[src/rtl/pc_fetch_pkg.sv]
// Shared constants and the fetch-state encoding for the PC/fetch stage.
package pc_fetch_pkg;
  localparam int          XLEN        = 32;
  localparam logic [31:0] RESET_PC    = 32'h0000_0000;
  localparam int          INSTR_BYTES = 4;

  typedef enum logic [1:0] {F_BOOT, F_RUN, F_HOLD} fetch_state_t;
endpackage

[src/rtl/pc_fetch_unit_if.sv]
// Instruction-memory fetch request channel (valid/ready, address).
interface pc_fetch_unit_if #(parameter int XLEN = 32);
  logic            imem_req_valid;
  logic            imem_req_ready;
  logic [XLEN-1:0] imem_addr;

  modport master (output imem_req_valid, output imem_addr, input imem_req_ready);
  modport slave  (input imem_req_valid, input imem_addr, output imem_req_ready);
endinterface

[src/rtl/pc_target_sel.sv]
// Redirect target select: jalr vs branch, low-bit clearing, misalignment flag.
// Macro PC_MISALIGN_TRAP_EN: flag misaligned targets instead of forcing alignment.
module pc_target_sel #(
  parameter int XLEN = pc_fetch_pkg::XLEN
) (
  input  logic            jalr,
  input  logic [XLEN-1:0] branch_target,
  input  logic [XLEN-1:0] jalr_target,
  output logic [XLEN-1:0] tgt,
  output logic            misaligned
);
  import pc_fetch_pkg::*;

  localparam logic [XLEN-1:0] BIT0 = XLEN'(1);
  localparam logic [XLEN-1:0] BIT1 = XLEN'(2);

  logic [XLEN-1:0] raw;

  always_comb begin
    raw = jalr ? (jalr_target & ~BIT0) : branch_target;
`ifdef PC_MISALIGN_TRAP_EN
    tgt        = raw;
    misaligned = |raw[1:0];
`else
    // without the trap, targets are silently word-aligned on bit 1
    tgt        = raw & ~BIT1;
    misaligned = 1'b0;
`endif
  end
endmodule

[src/rtl/pc_fetch_unit.sv]
// Next-PC / fetch-request stage: PC register, imem handshake, pending redirect, flush.
// Macro PC_MISALIGN_TRAP_EN: drop misaligned redirects and pulse misalign_trap.
module pc_fetch_unit #(
  parameter int              XLEN     = pc_fetch_pkg::XLEN,
  parameter logic [XLEN-1:0] RESET_PC = XLEN'(pc_fetch_pkg::RESET_PC)
) (
  input  logic            clk,
  input  logic            rst,
  input  logic            pc_source,
  input  logic            jalr,
  input  logic [XLEN-1:0] branch_target,
  input  logic [XLEN-1:0] jalr_target,
  input  logic            redirect_valid,
  input  logic            stall,
  pc_fetch_unit_if.master imem,
  output logic [XLEN-1:0] pc,
  output logic [XLEN-1:0] pc_plus4,
  output logic            flush,
  output logic            misalign_trap
);
  import pc_fetch_pkg::*;

  fetch_state_t    state, state_n;
  logic [XLEN-1:0] tgt, next_pc, pend_target;
  logic            misaligned, take, take_eff, adv, pend_valid, flush_q;

  pc_target_sel #(.XLEN(XLEN)) u_tsel (
    .jalr          (jalr),
    .branch_target (branch_target),
    .jalr_target   (jalr_target),
    .tgt           (tgt),
    .misaligned    (misaligned)
  );

  assign take     = redirect_valid & pc_source;
  assign take_eff = take & ~misaligned;
  assign adv      = (state != F_BOOT) & imem.imem_req_ready & ~stall;
  assign pc_plus4 = pc + XLEN'(INSTR_BYTES);
  assign imem.imem_addr = pc;
  assign flush    = flush_q | pend_valid;

  always_comb begin
    if (take_eff)        next_pc = tgt;
    else if (pend_valid) next_pc = pend_target;
    else                 next_pc = pc_plus4;
  end

  always_ff @(posedge clk) begin
    if (rst) state <= F_BOOT;
    else     state <= state_n;
  end

  always_comb begin
    state_n             = state;
    imem.imem_req_valid = 1'b0;
    case (state)
      F_BOOT: state_n = F_RUN;
      F_RUN, F_HOLD: begin
        imem.imem_req_valid = 1'b1;
        state_n             = adv ? F_RUN : F_HOLD;
      end
      default: state_n = F_BOOT;
    endcase
  end

  // A redirect that cannot be taken now is parked; a later one overwrites it.
  always_ff @(posedge clk) begin
    if (rst) begin
      pc          <= RESET_PC;
      pend_valid  <= 1'b0;
      pend_target <= '0;
      flush_q     <= 1'b0;
    end else begin
      flush_q <= take_eff;
      if (adv) begin
        pc         <= next_pc;
        pend_valid <= 1'b0;
      end else if (take_eff) begin
        pend_valid  <= 1'b1;
        pend_target <= tgt;
      end
    end
  end

`ifdef PC_MISALIGN_TRAP_EN
  logic trap_q;
  always_ff @(posedge clk) begin
    if (rst) trap_q <= 1'b0;
    else     trap_q <= take & misaligned;
  end
  assign misalign_trap = trap_q;
`else
  assign misalign_trap = 1'b0;
`endif
endmodule

[src/flat_wrapper.sv]
// flat-port wrapper written by rule: the top's interface ports become plain ports
module pc_fetch_unit_flat import pc_fetch_pkg::*;
#(
  parameter int              XLEN     = pc_fetch_pkg::XLEN,
  parameter logic [XLEN-1:0] RESET_PC = XLEN'(pc_fetch_pkg::RESET_PC)
)
  (clk, rst, pc_source, jalr, branch_target, jalr_target, redirect_valid, stall, pc, pc_plus4, flush, misalign_trap, imem_imem_req_valid, imem_imem_addr, imem_imem_req_ready);
  pc_fetch_unit_if #(.XLEN(XLEN)) imem_i ();
  input  logic clk;
  input  logic rst;
  input  logic pc_source;
  input  logic jalr;
  input  logic [XLEN-1:0] branch_target;
  input  logic [XLEN-1:0] jalr_target;
  input  logic redirect_valid;
  input  logic stall;
  output logic [XLEN-1:0] pc;
  output logic [XLEN-1:0] pc_plus4;
  output logic flush;
  output logic misalign_trap;
  output wire logic [$bits(imem_i.imem_req_valid)-1:0] imem_imem_req_valid;
  output wire logic [$bits(imem_i.imem_addr)-1:0] imem_imem_addr;
  input wire logic [$bits(imem_i.imem_req_ready)-1:0] imem_imem_req_ready;
  assign imem_imem_req_valid = imem_i.imem_req_valid;
  assign imem_imem_addr = imem_i.imem_addr;
  assign imem_i.imem_req_ready = imem_imem_req_ready;
  pc_fetch_unit #(.XLEN(XLEN), .RESET_PC(RESET_PC)) u_core (.clk(clk), .rst(rst), .pc_source(pc_source), .jalr(jalr), .branch_target(branch_target), .jalr_target(jalr_target), .redirect_valid(redirect_valid), .stall(stall), .imem(imem_i), .pc(pc), .pc_plus4(pc_plus4), .flush(flush), .misalign_trap(misalign_trap));
endmodule
[config.mk]
export PLATFORM = sky130hd
export DESIGN_NAME = pc_fetch_unit_flat
export DESIGN_NICKNAME = d
export VERILOG_FILES = /design/src/rtl/pc_fetch_pkg.sv /design/src/rtl/pc_fetch_unit_if.sv /design/src/rtl/pc_target_sel.sv /design/src/rtl/pc_fetch_unit.sv /design/src/flat_wrapper.sv
export SDC_FILE = /design/constraint.sdc
export NUM_CORES = 1
export LEC_CHECK = 0
export ABC_AREA = 1
export CORE_MARGIN = 2
export CORE_UTILIZATION = 35
export DETAILED_ROUTE_END_ITERATION = 7
export PLACE_DENSITY = 0.66
export SYNTH_ARGS = -nofsm -noshare
export SYNTH_HDL_FRONTEND = slang
export SYNTH_SLANG_ARGS = --single-unit
export TNS_END_PERCENT = 10
[constraint.sdc]
create_clock -name clk -period 3.65 [get_ports clk]
set_input_delay 0.5475 -clock clk [delete_from_list [all_inputs] [get_ports clk]]
set_output_delay 0.5475 -clock clk [all_outputs]
set_load 0.02 [all_outputs]
==> results of run 1 <==
[power by group]
part / internal [uW] / switching [uW] / total, uW
Combinational: 563 / 671 / 1230
Clock: 524 / 323 / 847
Sequential: 828 / 144 / 973
Total: 1920 / 1140 / 3050
[layer usage]
metal | up-vias | track usage [%] | wire length (um) | share of wire (%)
li1 | 2294 | - | - | -
met1 | 2051 | 24.2 | 5940 | 44
met2 | 159 | 35.7 | 6370 | 47
met3 | 15 | 4.86 | 959 | 7.1
met4 | 0 | 4.37 | 195 | 1.4
met5 | - | 0 | 0 | 0
[registers in the layout (all words and copies together), names as in the netlist]
name                   flops
u_core.flush_q             1
u_core.pend_target        31
u_core.imem.imem_addr     31
u_core.state               2
u_core.pend_valid          1
[area by class of cell]
type                    instances  area (um2)
repair buffers                170        1680
multi-input cells             456        2410
flip-flops and latches         66        1320
clock buffers                  10         229
well taps                     168         210
inverters                      65         244
fillers                      1217        5960
clock inverters                 5        56.3
[cell families after synthesis]
group | count (synthesis) | share of synthesized area, %
AOI/OAI and AO/OA | 162 | 19.9
xor gates and xnor gates | 15 | 4.21
adders and majority gates | 3 | 0.860
buffers and inverters | 131 | 14.8
DFF | 66 | 30.3
muxes | 15 | 3.44
other | 1 | 0.0859
and+or+nand+nor | 257 | 26.5
[worst paths after layout]
path / startpoint / endpoint / slack (ns) / depth (start not counted)
setup / recovery: u_core.imem.imem_addr[2] / pc_plus4[22] / 0.66 / 9
hold reg to reg: u_core.pend_target[21] / u_core.pend_target[21] / 0.45 / 2
hold / removal: u_core.pend_target[21] / u_core.pend_target[21] / 0.45 / 2
setup reg to reg: u_core.state[0] / u_core.imem.imem_addr[25] / 1.59 / 9
[placed cells by master (no fill, tap or decap), drive strengths merged]
master         count
a211oi             7
a21oi             69
a22oi              1
a31oi              1
a41oi              1
and2               5
buf                8
bufinv             1
clkbuf            10
clkdlybuf4s50    162
clkinv             3
clkinvlp           1
conb               4
dfxtp             66
ha                 3
inv               65
mux2i             15
nand2            157
nand3             11
nand3b             6
nor2              70
nor3               2
o211ai             4
o21ai             73
o221ai             1
o2bb2ai            5
or2                6
xnor2              4
xor2              11
[Yosys cell counts (all sizes together), types with 5 or more instances]
library cell	number	area share (%)
a211oi	7	1.2
a21oi	69	7.9
and2	5	0.72
buf	48	7.6
clkbuf	18	1.5
dfxtp	66	30
inv	65	5.6
mux2i	15	3.4
nand2	157	14
nand3	11	1.3
nand3b	6	1.0
nor2	70	8.0
o21ai	73	8.4
o2bb2ai	5	1.0
or2	6	0.86
xor2	11	3.4
[per-stage QoR]
stage | hold slack (ns) | util, % | cells | total power (uW)
floorplan | 0.425 | - | 653 | 1700
detailed placement | 0.438 | 48.5 | 925 | 2220
CTS | 0.447 | 50.8 | 940 | 3070
finish | 0.447 | 50.8 | 940 | 3050
global route | 0.472 | 50.8 | 940 | 3210
global placement | 0.433 | 48.5 | 925 | 2200
[worst register-to-register path, stage by stage (launching register included)]
cell and delay, ns:
sky130_fd_sc_hd__dfxtp_1 0.33, sky130_fd_sc_hd__inv_1 0.05, sky130_fd_sc_hd__ha_1 0.18, sky130_fd_sc_hd__inv_1 0.07
sky130_fd_sc_hd__nand2_1 0.05, sky130_fd_sc_hd__buf_4 0.18, sky130_fd_sc_hd__inv_2 0.44, sky130_fd_sc_hd__o21ai_0 0.20
sky130_fd_sc_hd__a21oi_1 0.31, sky130_fd_sc_hd__a21oi_1 0.11
==> results.md, run 1 <==
* Post-route minimum period at 2.99 ns
* Horiz. Die Dim at 116 um
* Max Buffers Root-to-Sink at 2
* Cell family contributing the most delay on the critical path: simple AND/OR/NAND/NOR gates
* CP max stage delay at 0.60 ns
* Number of warnings printed during yosys synthesis at 0
* DP Wirelength at 9980 um
* Worst Path Max Fanout at 6
* Flip-flop cell with the highest count after synthesis: sky130_fd_sc_hd__dfxtp_1
* Combined area of all synthesized cells at 0.00437 mm2
* Clock tree from TritonCTS: built
* Vias in the first global route at 4,331
* Count of pins over their slew limit at 0
* Area inside the core boundary at 0.0121 mm2
* H-tree depth at 3
* CTS sink cnt at 66
* Root Driver: sky130_fd_sc_hd__clkbuf_16
* Critical path startpoint category: register
* RSZ-0062 raised after global routing: false
* Number of placement rows at 40
* Slew at the pin closest to its max-slew limit at 0.610 ns
* Diodes inserted at 0
* Required time at the endpoint of the critical path at 3.10 ns
* Final standard cell area without fillers at 0.00615 mm2
* Number of buffers inserted for hold repair after clock tree synthesis at 0
* Number of endpoints failing setup at the final stage at 0
* Max-Slew Margin vs Limit at 59.3%
* Class of the most critical hold timing path: register to register
* Total CTS buffers at 9
* Period utilisation layout at 82.0%
* Post-synthesis cell count at 650
* Crit-path most repeated cell: sky130_fd_sc_hd__nand2_1
* Post-layout net count at 842
* Proportion of layout cells with a drive suffix above 1 at 7.90%
* Clock skew after layout at 0.00832 ns
* Worst ir drop on vdd at 0.258 mV
* Slowest cell on the critical path: sky130_fd_sc_hd__clkdlybuf4s50_1
* Drt pass-1 iters at 4
* Global routing usage summed across all routing layers at 19.9%
* Clock latency at the later pin of the worst-skew pair at 0.33 ns
* Number of violations reported at the end of detailed-routing iteration 0 at 143
* Sum of negative setup slack at 0 ns
* Post-DR vias/cell at 4.81
* Effective utilization at floorplan at 36.0%
* Routability cong. at 0.898
* Drt wl/cell at 14.3 um
* Endpoints failing hold at 0
* Count of boundary I/O pins at 170
* Worst-path clk slew at 0.06 ns
* Count of state elements after synthesis at 66
* Power per unit of standard cell area at 496 mW/mm2
* Number of enable-type register cells in the synthesized netlist at 0
* Fin worst setup slack at 0.657 ns
* Final wirelength at 13,500 um
* Library cells used by synthesis at 32
* Outcome: completed
* Antenna violation net count after detailed routing at 0
* Die area at 0.0134 mm2
* Worst path bufs/invs at 1
* Max Clock Freq at 334 MHz
* Placement-stage cell area at 0.00587 mm2
* Worst setup timing slack at the placement stage at 0.998 ns
* Leakage power total at 0.00242 uW
* DRC violations left at 0
* Number of max-cap violations at 0
* Count of cells resized by post-cts repair at 0
* Port Buf Inserts at 162
* Setup Crit Path Kind: register to output pin
* Height of the die at 116 um
* Overall overflow remaining after global route at 0
* Area Overhead vs Synth at 41.0%
* Average cell area after synthesis at 6.72 um2
* List of cells traversed by the critical path: ha_1, nand2_1, nor2_4, nand2_4, nor2_4, nand2_1, nand2_1, and2_1, clkdlybuf4s50_1
* Async set or reset register ratio after synthesis at 0%
* Worst setup EP type: output pin
* Antenna violations before repair at 0
* Wire length of the first global-routing pass at 21,100 um
* Vias post-DR at 4,519
* Share of synthesized area occupied by flip-flops and latches at 30.3%
* Pin count of the biggest net entering global routing at 43
* Post-CTS setup buffers at 0
* Signal arrival time at the worst endpoint at 2.45 ns
Note: power is estimated with default switching activity, not from simulation.
==> run 2: changes to the inputs <==
--- a/config.mk
+++ b/config.mk
@@ -9,7 +9,7 @@
 export CORE_MARGIN = 2
 export CORE_UTILIZATION = 35
 export DETAILED_ROUTE_END_ITERATION = 7
-export PLACE_DENSITY = 0.66
+export PLACE_DENSITY = 0.69
 export SYNTH_ARGS = -nofsm -noshare
 export SYNTH_HDL_FRONTEND = slang
 export SYNTH_SLANG_ARGS = --single-unit
==> constraint.sdc (replaced) <==
create_clock -name clk -period 2.6 [get_ports clk]
set_input_delay 0.39 -clock clk [delete_from_list [all_inputs] [get_ports clk]]
set_output_delay 0.39 -clock clk [all_outputs]
set_load 0.02 [all_outputs]
==> results.md, run 2 (synthesis results as in run 1) <==
* Non-filler instance count after layout at 954
* Slew at the pin closest to its max-slew limit at 0.641 ns
* Endpoints failing hold at 0
* Launch point of the worst hold path: u_core.pend_target[16]
* Power Total at 4290 uW
* Required time at the endpoint of the critical path at 2.21 ns
* Drt pass-1 iters at 4
* Worst ir drop on vdd at 0.322 mV
* Most common cell after layout, fill and taps aside: sky130_fd_sc_hd__nand2_1
* Diodes inserted at 0
* Number of violations reported at the end of detailed-routing iteration 0 at 244
* DRC violations left at 0
* Clock tree from TritonCTS: built
* Post-DR vias/cell at 4.90
* Horiz. Die Dim at 116 um
* Highest-count cells in the layout ignoring fill and taps: 148 x sky130_fd_sc_hd__nand2_1, 139 x sky130_fd_sc_hd__clkdlybuf4s50_1, 73 x sky130_fd_sc_hd__o21ai_0
* Routability cong. at 0.912
* Pin count of the biggest net entering global routing at 46
* Leakage power total at 0.00264 uW
* Worst-path clk slew at 0.06 ns
* End of the worst register-to-register path: u_core.pend_target[0]
* Area inside the core boundary at 0.0121 mm2
* Post-layout net count at 857
* Proportion of layout cells with a drive suffix above 1 at 10.4%
* Worst Path Max Fanout at 5
* Max-Slew Margin vs Limit at 57.2%
* Area Overhead vs Synth at 43.6%
* Drt wl/cell at 14.4 um
* Worst setup timing slack at the placement stage at 0.130 ns
* Outcome: completed
* RSZ-0062 raised after global routing: false
* Antenna violation net count after detailed routing at 0
* Count of boundary I/O pins at 170
* Hold depth at 2
* Max Buffers Root-to-Sink at 2
* Vias post-DR at 4,675
* Worst setup EP type: output pin
* Number of max-cap violations at 0
* Number of cells on the worst reg-to-reg path at 9
* Total CTS buffers at 9
* Class of the most critical hold timing path: register to register
* DP Wirelength at 10,300 um
* CTS sink cnt at 66
* H-tree depth at 3
* Wire length of the first global-routing pass at 21,800 um
* Clock latency at the later pin of the worst-skew pair at 0.33 ns
* Cell count after placement at 940
* Final Util at 51.8%
* Number of placement rows at 40
* Effective utilization at floorplan at 36.0%
* Global routing usage summed across all routing layers at 20.6%
* Number of endpoints failing setup at the final stage at 0
* Number of buffers inserted for hold repair after clock tree synthesis at 0
* Post-route minimum period at 2.50 ns
* Vias in the first global route at 4,541
* Count of pins over their slew limit at 0
* Signal arrival time at the worst endpoint at 2.11 ns
* Period utilisation layout at 96.2%
* Port Buf Inserts at 162
* R2r setup slk at 0.72 ns
* Setup Crit Path Kind: register to output pin
* Clock skew after layout at 0.00514 ns
* Root Driver: sky130_fd_sc_hd__clkbuf_16
* Final wirelength at 13,700 um
* Overall overflow remaining after global route at 0
* Fin worst setup slack at 0.0983 ns
* Height of the die at 116 um
* Antenna violations before repair at 0
* Max Clock Freq at 400 MHz
* FF-to-FF Start: u_core.state[0]
* Die area at 0.0134 mm2
* Fill count at 1,214
* Power per unit of standard cell area at 684 mW/mm2
* Post-CTS setup buffers at 0
* Critical path startpoint category: register
* Sum of negative setup slack at 0 ns
* Endpoint of the worst hold path: u_core.pend_target[16]
## run 2: worst max-delay path by stage
stage / from / cells past startpoint / end
global route: u_core.imem.imem_addr[3] / 8 / pc_plus4[26]
CTS: u_core.imem.imem_addr[2] / 8 / pc_plus4[23]
floorplan: u_core.imem.imem_addr[3] / 8 / pc_plus4[22]
finish: u_core.imem.imem_addr[3] / 8 / pc_plus4[26]
detailed placement: u_core.imem.imem_addr[3] / 9 / pc_plus4[22]
global placement: u_core.imem.imem_addr[3] / 9 / pc_plus4[22]
## run 2: worst max-delay path, stage by stage, from the launching register on
cell,delay (ns)
sky130_fd_sc_hd__dfxtp_1,0.44
sky130_fd_sc_hd__ha_1,0.26
sky130_fd_sc_hd__nand2_1,0.10
sky130_fd_sc_hd__nor2_4,0.13
sky130_fd_sc_hd__nand2_4,0.11
sky130_fd_sc_hd__nor2_4,0.21
sky130_fd_sc_hd__nand3b_1,0.10
sky130_fd_sc_hd__nand2_1,0.09
sky130_fd_sc_hd__dlygate4sd2_1,0.35
## run 2: per-layer routing
metal,vias up,global-route usage (%),share of wire (%)
met3,28,4.18,7.9
met5,-,0,0
met2,186,35.0,46
li1,2314,-,-
met4,0,8.81,2.9
met1,2147,25.3,43
## run 2: layout make-up
type                       instances  area, um2  area share (%)
clock buffer                      12        267            4.25
clock inverter                     2       12.5           0.200
inverter                          65        244            3.89
multi-input combinational        456       2420            38.5
sequential                        66       1330            21.2
tap                              168        210            3.35
timing repair buffer             185       1790            28.6
## run 2: what timing repair did
item	CTS	global route
setup endpoints to repair	21	7
cloned	0	0
hold endpoints to repair	0	0
gates resized for setup	23	9
pin swaps	0	0
## run 2: power by group
part / leakage (uW) / total, uW / internal (uW) / switching, uW
logic: 0.00196 / 1800 / 802 / 1000
registers: 0.000543 / 1330 / 1170 / 162
clock network: 0.000137 / 1150 / 711 / 443
total: 0.00264 / 4290 / 2680 / 1610
## run 2: per-stage QoR
stage	instance area [um2]	hold slack, ns
after floorplan	4380	0.425
after detailed placement	6010	0.439
final	6270	0.447
after global placement	6010	0.432
after CTS	6260	0.446
after global routing	6270	0.467
==> run 3: changes to the inputs <==
--- a/config.mk
+++ b/config.mk
@@ -6,6 +6,7 @@
 export NUM_CORES = 1
 export LEC_CHECK = 0
 export ABC_AREA = 1
+export CORE_ASPECT_RATIO = 0.5
 export CORE_MARGIN = 2
 export CORE_UTILIZATION = 35
 export DETAILED_ROUTE_END_ITERATION = 7
==> results.md, run 3 (synthesis results as in run 1) <==
* Met3 wirelength from detailed routing at 853 um
* Leakage power total at 0.00265 uW
* Worst-path clk slew at 0.05 ns
* Clock latency at the later pin of the worst-skew pair at 0.33 ns
* DP Wirelength at 10,300 um
* Number of violations reported at the end of detailed-routing iteration 0 at 349
* Post-DR vias/cell at 4.83
* Worst setup EP type: output pin
* Wire length of the first global-routing pass at 21,300 um
* Post-CTS setup buffers at 0
* Drt wl/cell at 14.5 um
* RSZ-0062 raised after global routing: true
* CP max stage delay at 0.63 ns
* Period utilisation layout at 98.4%
* Drt pass-1 iters at 5
* FF-to-FF Start: u_core.state[0]
* Antenna violation net count after detailed routing at 0
* Effective utilization at floorplan at 36.4%
* Cell family contributing the most delay on the critical path: buffers and inverters
* Met1 layer wirelength in the final routing at 6680 um
* Cell count after placement at 929
* Routability cong. at 0.843
* Count of cells resized by post-cts repair at 16
* Root Driver: sky130_fd_sc_hd__clkbuf_16
* Class of the most critical hold timing path: register to register
* Global routing usage summed across all routing layers at 20.0%
* Post-route minimum period at 2.56 ns
* Worst Path Max Fanout at 5
* DRC violations left at 0
* Max Buffers Root-to-Sink at 2
* Worst path bufs/invs at 3
* Max Clock Freq at 391 MHz
* Most common cell after layout, fill and taps aside: sky130_fd_sc_hd__nand2_1
* List of cells traversed by the critical path: buf_4, inv_1, nor2_4, nand2_4, nor2_4, nand3_1, nand2_1, clkdlybuf4s50_1
* Met2 WL at 6000 um
* Number of buffers inserted for hold repair after clock tree synthesis at 0
* Launch point of the worst hold path: u_core.pend_target[14]
* Die area at 0.0134 mm2
* Crit-path most repeated cell: sky130_fd_sc_hd__nor2_4
* Number of endpoints failing setup at the final stage at 0
* End of the worst register-to-register path: u_core.imem.imem_addr[20]
* Number of max-cap violations at 0
* CTS sink cnt at 66
* Proportion of layout cells with a drive suffix above 1 at 9.38%
* Signal arrival time at the worst endpoint at 2.17 ns
* Endpoint of the worst hold path: u_core.pend_target[14]
* Uppermost routed layer: met4
* Required time at the endpoint of the critical path at 2.21 ns
* Total CTS buffers at 9
* Slowest cell on the critical path: sky130_fd_sc_hd__clkdlybuf4s50_1
* Power Total at 4290 uW
* Horiz. Die Dim at 162 um
* Antenna violations before repair at 0
* R2r setup slk at 0.87 ns
* Endpoints failing hold at 0
* Max-Slew Margin vs Limit at 60.5%
* Clock skew after layout at 0.00438 ns
* H-tree depth at 3
* Final wirelength at 13,700 um
* Outcome: completed
* Pin count of the biggest net entering global routing at 55
* Height of the die at 83.0 um
* Number of cells on the worst reg-to-reg path at 9
* Power per unit of standard cell area at 690 mW/mm2
* Clock tree from TritonCTS: built
* Worst ir drop on vdd at 0.345 mV
* Vias post-DR at 4,552
* Area Overhead vs Synth at 42.6%
* Fill count at 1,182
* Slew at the pin closest to its max-slew limit at 0.592 ns
* Port Buf Inserts at 162
* Critical path startpoint category: register
* Overall overflow remaining after global route at 0
* Vias in the first global route at 4,001
* Count of pins over their slew limit at 0
* Highest-count cells in the layout ignoring fill and taps: 148 x sky130_fd_sc_hd__nand2_1, 141 x sky130_fd_sc_hd__clkdlybuf4s50_1, 73 x sky130_fd_sc_hd__o21ai_0
* Setup Crit Path Kind: register to output pin
* Count of boundary I/O pins at 170
* Diodes inserted at 0
* Post-layout net count at 849
* Non-filler instance count after layout at 943
* Number of placement rows at 28
* Area inside the core boundary at 0.0120 mm2
* Hold depth at 2
==> run 3: cell count changes in the layout (fill, tap and decap cells not counted), moves of 2 or more <==
cell,change
sky130_fd_sc_hd__clkbuf_2,-2
sky130_fd_sc_hd__dlymetal6s2s_1,+4
sky130_fd_sc_hd__clkinv_2,+2
sky130_fd_sc_hd__dlygate4sd2_1,-5
sky130_fd_sc_hd__buf_4,-8
sky130_fd_sc_hd__dfxtp_1,-2
sky130_fd_sc_hd__clkdlybuf4s50_1,+2
sky130_fd_sc_hd__dfxtp_2,+2
sky130_fd_sc_hd__clkbuf_8,-3
==> run 3: through the flow <==
stage	util, %	hold slack (ns)	cell area (um2)	TNS [ns]	setup WS [ns]
after floorplan	-	0.425	4380	0	0.640
after global placement	49.6	0.431	5940	0	0.237
after detailed placement	49.6	0.440	5940	0	0.233
after CTS	51.8	0.449	6200	0	0.00703
after global routing	52.0	0.475	6220	-0.0760	-0.0760
final	52.0	0.445	6220	0	0.0405
==> run 3: area by class of cell <==
class                   count  area, um2  share of cell area (%)
multi-input cells         456       2410                    38.7
repair buffers            177       1760                    28.3
flip-flops and latches     66       1330                    21.3
inverters                  65        244                    3.92
clock buffers              10        229                    3.68
well taps                 165        206                    3.32
clock inverters             4       45.0                   0.724
==> run 3: report_power, final <==
part / total (uW) / internal (uW) / switching, uW
combinational: 1780 / 788 / 996
clock: 1160 / 726 / 435
sequential: 1350 / 1170 / 182
total: 4290 / 2680 / 1610
==> run 3: worst max path at each step <==
stage / start / end / slack [ns] / depth (start not counted)
finish: u_core.imem.imem_addr[2] / pc_plus4[29] / 0.04 / 8
CTS: u_core.imem.imem_addr[2] / pc_plus4[30] / 0.007 / 8
global placement: u_core.imem.imem_addr[2] / pc_plus4[22] / 0.24 / 9
detailed placement: u_core.imem.imem_addr[2] / pc_plus4[22] / 0.23 / 9
floorplan: u_core.imem.imem_addr[3] / pc_plus4[22] / 0.64 / 8
global route: u_core.imem.imem_addr[9] / pc_plus4[29] / -0.08 / 7
==> run 3: worst min-delay path: stages, from the launching register on <==
cell                      delay (ns)
sky130_fd_sc_hd__dfxtp_1        0.29
sky130_fd_sc_hd__inv_1          0.05
sky130_fd_sc_hd__a21oi_1        0.05
==> run 3: metal layers <==
| metal | vias up | track usage [%] |
|---|---|---|
| met2 | 146 | 30.0 |
| met3 | 17 | 3.75 |
| met4 | 0 | 4.91 |
| met1 | 2088 | 29.3 |
| met5 | - | 0 |
| li1 | 2301 | - |
==> patch, RTL diff (settings of run 3) <==
`XLEN` is set to 32 in 2 places; all go to 24.
--- a/src/rtl/pc_fetch_pkg.sv
+++ b/src/rtl/pc_fetch_pkg.sv
@@ -1,5 +1,5 @@
 // Shared constants and the fetch-state encoding for the PC/fetch stage.
 package pc_fetch_pkg;
-  localparam int          XLEN        = 32;
+  localparam int          XLEN        = 24;
   localparam logic [31:0] RESET_PC    = 32'h0000_0000;
   localparam int          INSTR_BYTES = 4;
--- a/src/rtl/pc_fetch_unit_if.sv
+++ b/src/rtl/pc_fetch_unit_if.sv
@@ -1,4 +1,4 @@
 // Instruction-memory fetch request channel (valid/ready, address).
-interface pc_fetch_unit_if #(parameter int XLEN = 32);
+interface pc_fetch_unit_if #(parameter int XLEN = 24);
   logic            imem_req_valid;
   logic            imem_req_ready;
Interface: changed (5 resized); port bits go from 170 to 130. No check against the original RTL was run, so the function may have changed too.
==> patch against run 3 <==
  * Non-clock buffer count fell by 42
  * Sequential cell count fell by 16
  * Largest cell class unchanged
  * Routed wire length fell by 28%
  * Die area fell by 24%
  * Synthesized cell count fell by 22%
  * Setup slack improved by 0.026 ns
  * Final cell count fell by 24%
  * Critical path type unchanged
  * Power fell by 26%
  * Synthesized area fell by 25%
  * Register-to-register slack got worse by 0.13 ns
  * Final area fell by 26%
==> patch: results (changes against run 3) <==
\begin{tabular}{lr}
\hline
Metric & Value \\
\hline
\multicolumn{2}{l}{\textbf{Synth}} \\
\quad Most area-consuming cells after synthesis & dfxtp\_1 (31\%), nand2\_1 (14\%), o21ai\_0 (9.0\%) (was dfxtp\_1 (30\%), nand2\_1 (13\%), o21ai\_0 (8.4\%)) \\
\quad Average size of a mapped cell & 6.456 sq um (was 6.716 sq um) \\
\quad Post-synth cell types & 35 (was 32) \\
\multicolumn{2}{l}{\textbf{Pwr}} \\
\quad Maximum ir drop on the vdd rail & 0.0004406 V (was 0.0003450 V) \\
\quad LEAKAGE & 1.954 nW (was 2.647 nW) \\
\quad Areal power density over the cells & 681.8 nW/um\^{}2 (was 689.7 nW/um\^{}2) \\
\multicolumn{2}{l}{\textbf{Timing}} \\
\quad Clk\_skew & 0.005168 ns (was 0.004383 ns) \\
\multicolumn{2}{l}{\textbf{Placed design}} \\
\quad DP Wirelength & 7452 um (was 10,330 um) \\
\quad Port Buffer Count & 122 (was 162) \\
\quad Placer congestion estimate & 0.8665 (was 0.8425) \\
\multicolumn{2}{l}{\textbf{Global route}} \\
\quad Wire length of the first global-routing pass & 15,760 um (was 21,290 um) \\
\quad Largest net degree at the start of global routing & 44 (was 55) \\
\quad Via count of the first global-routing pass & 3,057 (was 4,001) \\
\quad Global routing met1 resource utilization & 29.04\% (was 29.33\%) \\
\multicolumn{2}{l}{\textbf{Finish}} \\
\quad Filler-free cell count of the finished design & 716 (was 943) \\
\quad Total number of nets in the final design & 657 (was 849) \\
\multicolumn{2}{l}{\textbf{Routing}} \\
\quad WL final & 9891 um (was 13,690 um) \\
\quad Met1 Wirelength & 4837 um (was 6683 um) \\
\quad Router iterations before antenna repair & 4 (was 5) \\
\multicolumn{2}{l}{\textbf{Setup path}} \\
\quad End of the critical path & pc\_plus4[23] (was pc\_plus4[29]) \\
\quad Register-to-Register Setup Slack & 0.74 ns (was 0.87 ns) \\
\quad Number of cells on the worst reg-to-reg path & 7 (was 9) \\
\quad Critical path launch point & u\_core.imem.imem\_addr[13] (was u\_core.imem.imem\_addr[2]) \\
\multicolumn{2}{l}{\textbf{Outcome}} \\
\quad Outcome & finished, final reports clean (unchanged) \\
\multicolumn{2}{l}{\textbf{Clocking}} \\
\quad Clock latency on the worst-skew pair & 0.29 ns (was 0.33 ns) \\
\hline
\end{tabular}
patch: changes by cell type after synthesis, sizes merged, moves of 7 or more:
cell / run 3 / this run
a21oi: 69 / 51
clkbuf: 18 / 11
dfxtp: 66 / 50
inv: 65 / 49
mux2i: 15 / 2
nand2: 157 / 132
nand3: 11 / 31
nor2: 70 / 46
o21ai: 73 / 59
xor2: 11 / 3
patch: cell families (layout without fill, tap and decap cells):
logic type | after synthesis | after routing | synth area share (%)
simple gates | 220 | 220 | 29.51
compound gates | 119 | 119 | 19.30
buf+inv | 102 | 191 | 15.83
flops | 50 | 50 | 30.58
xor+xnor | 10 | 10 | 2.905
fa+ha+maj | 3 | 3 | 1.147
mux | 2 | 2 | 0.6116
other cells | 1 | 4 | 0.1146
patch: worst max-delay path, stage by stage (launching register included):
cell             delay, ns
dfxtp_1               0.45
nand2_1               0.13
nor2_1                0.18
nand2_1               0.13
nor2_4                0.11
nand2_1               0.06
nand2_1               0.07
and2_1                0.13
clkdlybuf4s50_1       0.60
patch: what timing repair did:
action                     4_1_cts  5_1_grt
buffers inserted                 0        0
resized for setup                7       16
pin swaps                        0        1
setup endpoints to repair        7       11
patch: cell type report:
| class | instances | area share, % |
|---|---|---|
| Tap cell | 117 | 3.160 |
| Multi-Input combinational cell | 358 | 38.33 |
| Inverter | 49 | 3.971 |
| Clock buffer | 6 | 2.998 |
| Timing Repair Buffer | 135 | 29.01 |
| Clock inverter | 1 | 0.6483 |
| Sequential cell | 50 | 21.88 |
patch: where the power goes:
part | internal, W | switching [W] | leakage (nW)
registers | 0.000887 | 0.000133 | 0.414
clock network | 0.000475 | 0.000284 | 0.0829
logic | 0.000620 | 0.000757 | 1.46
total | 0.00198 | 0.00117 | 1.95
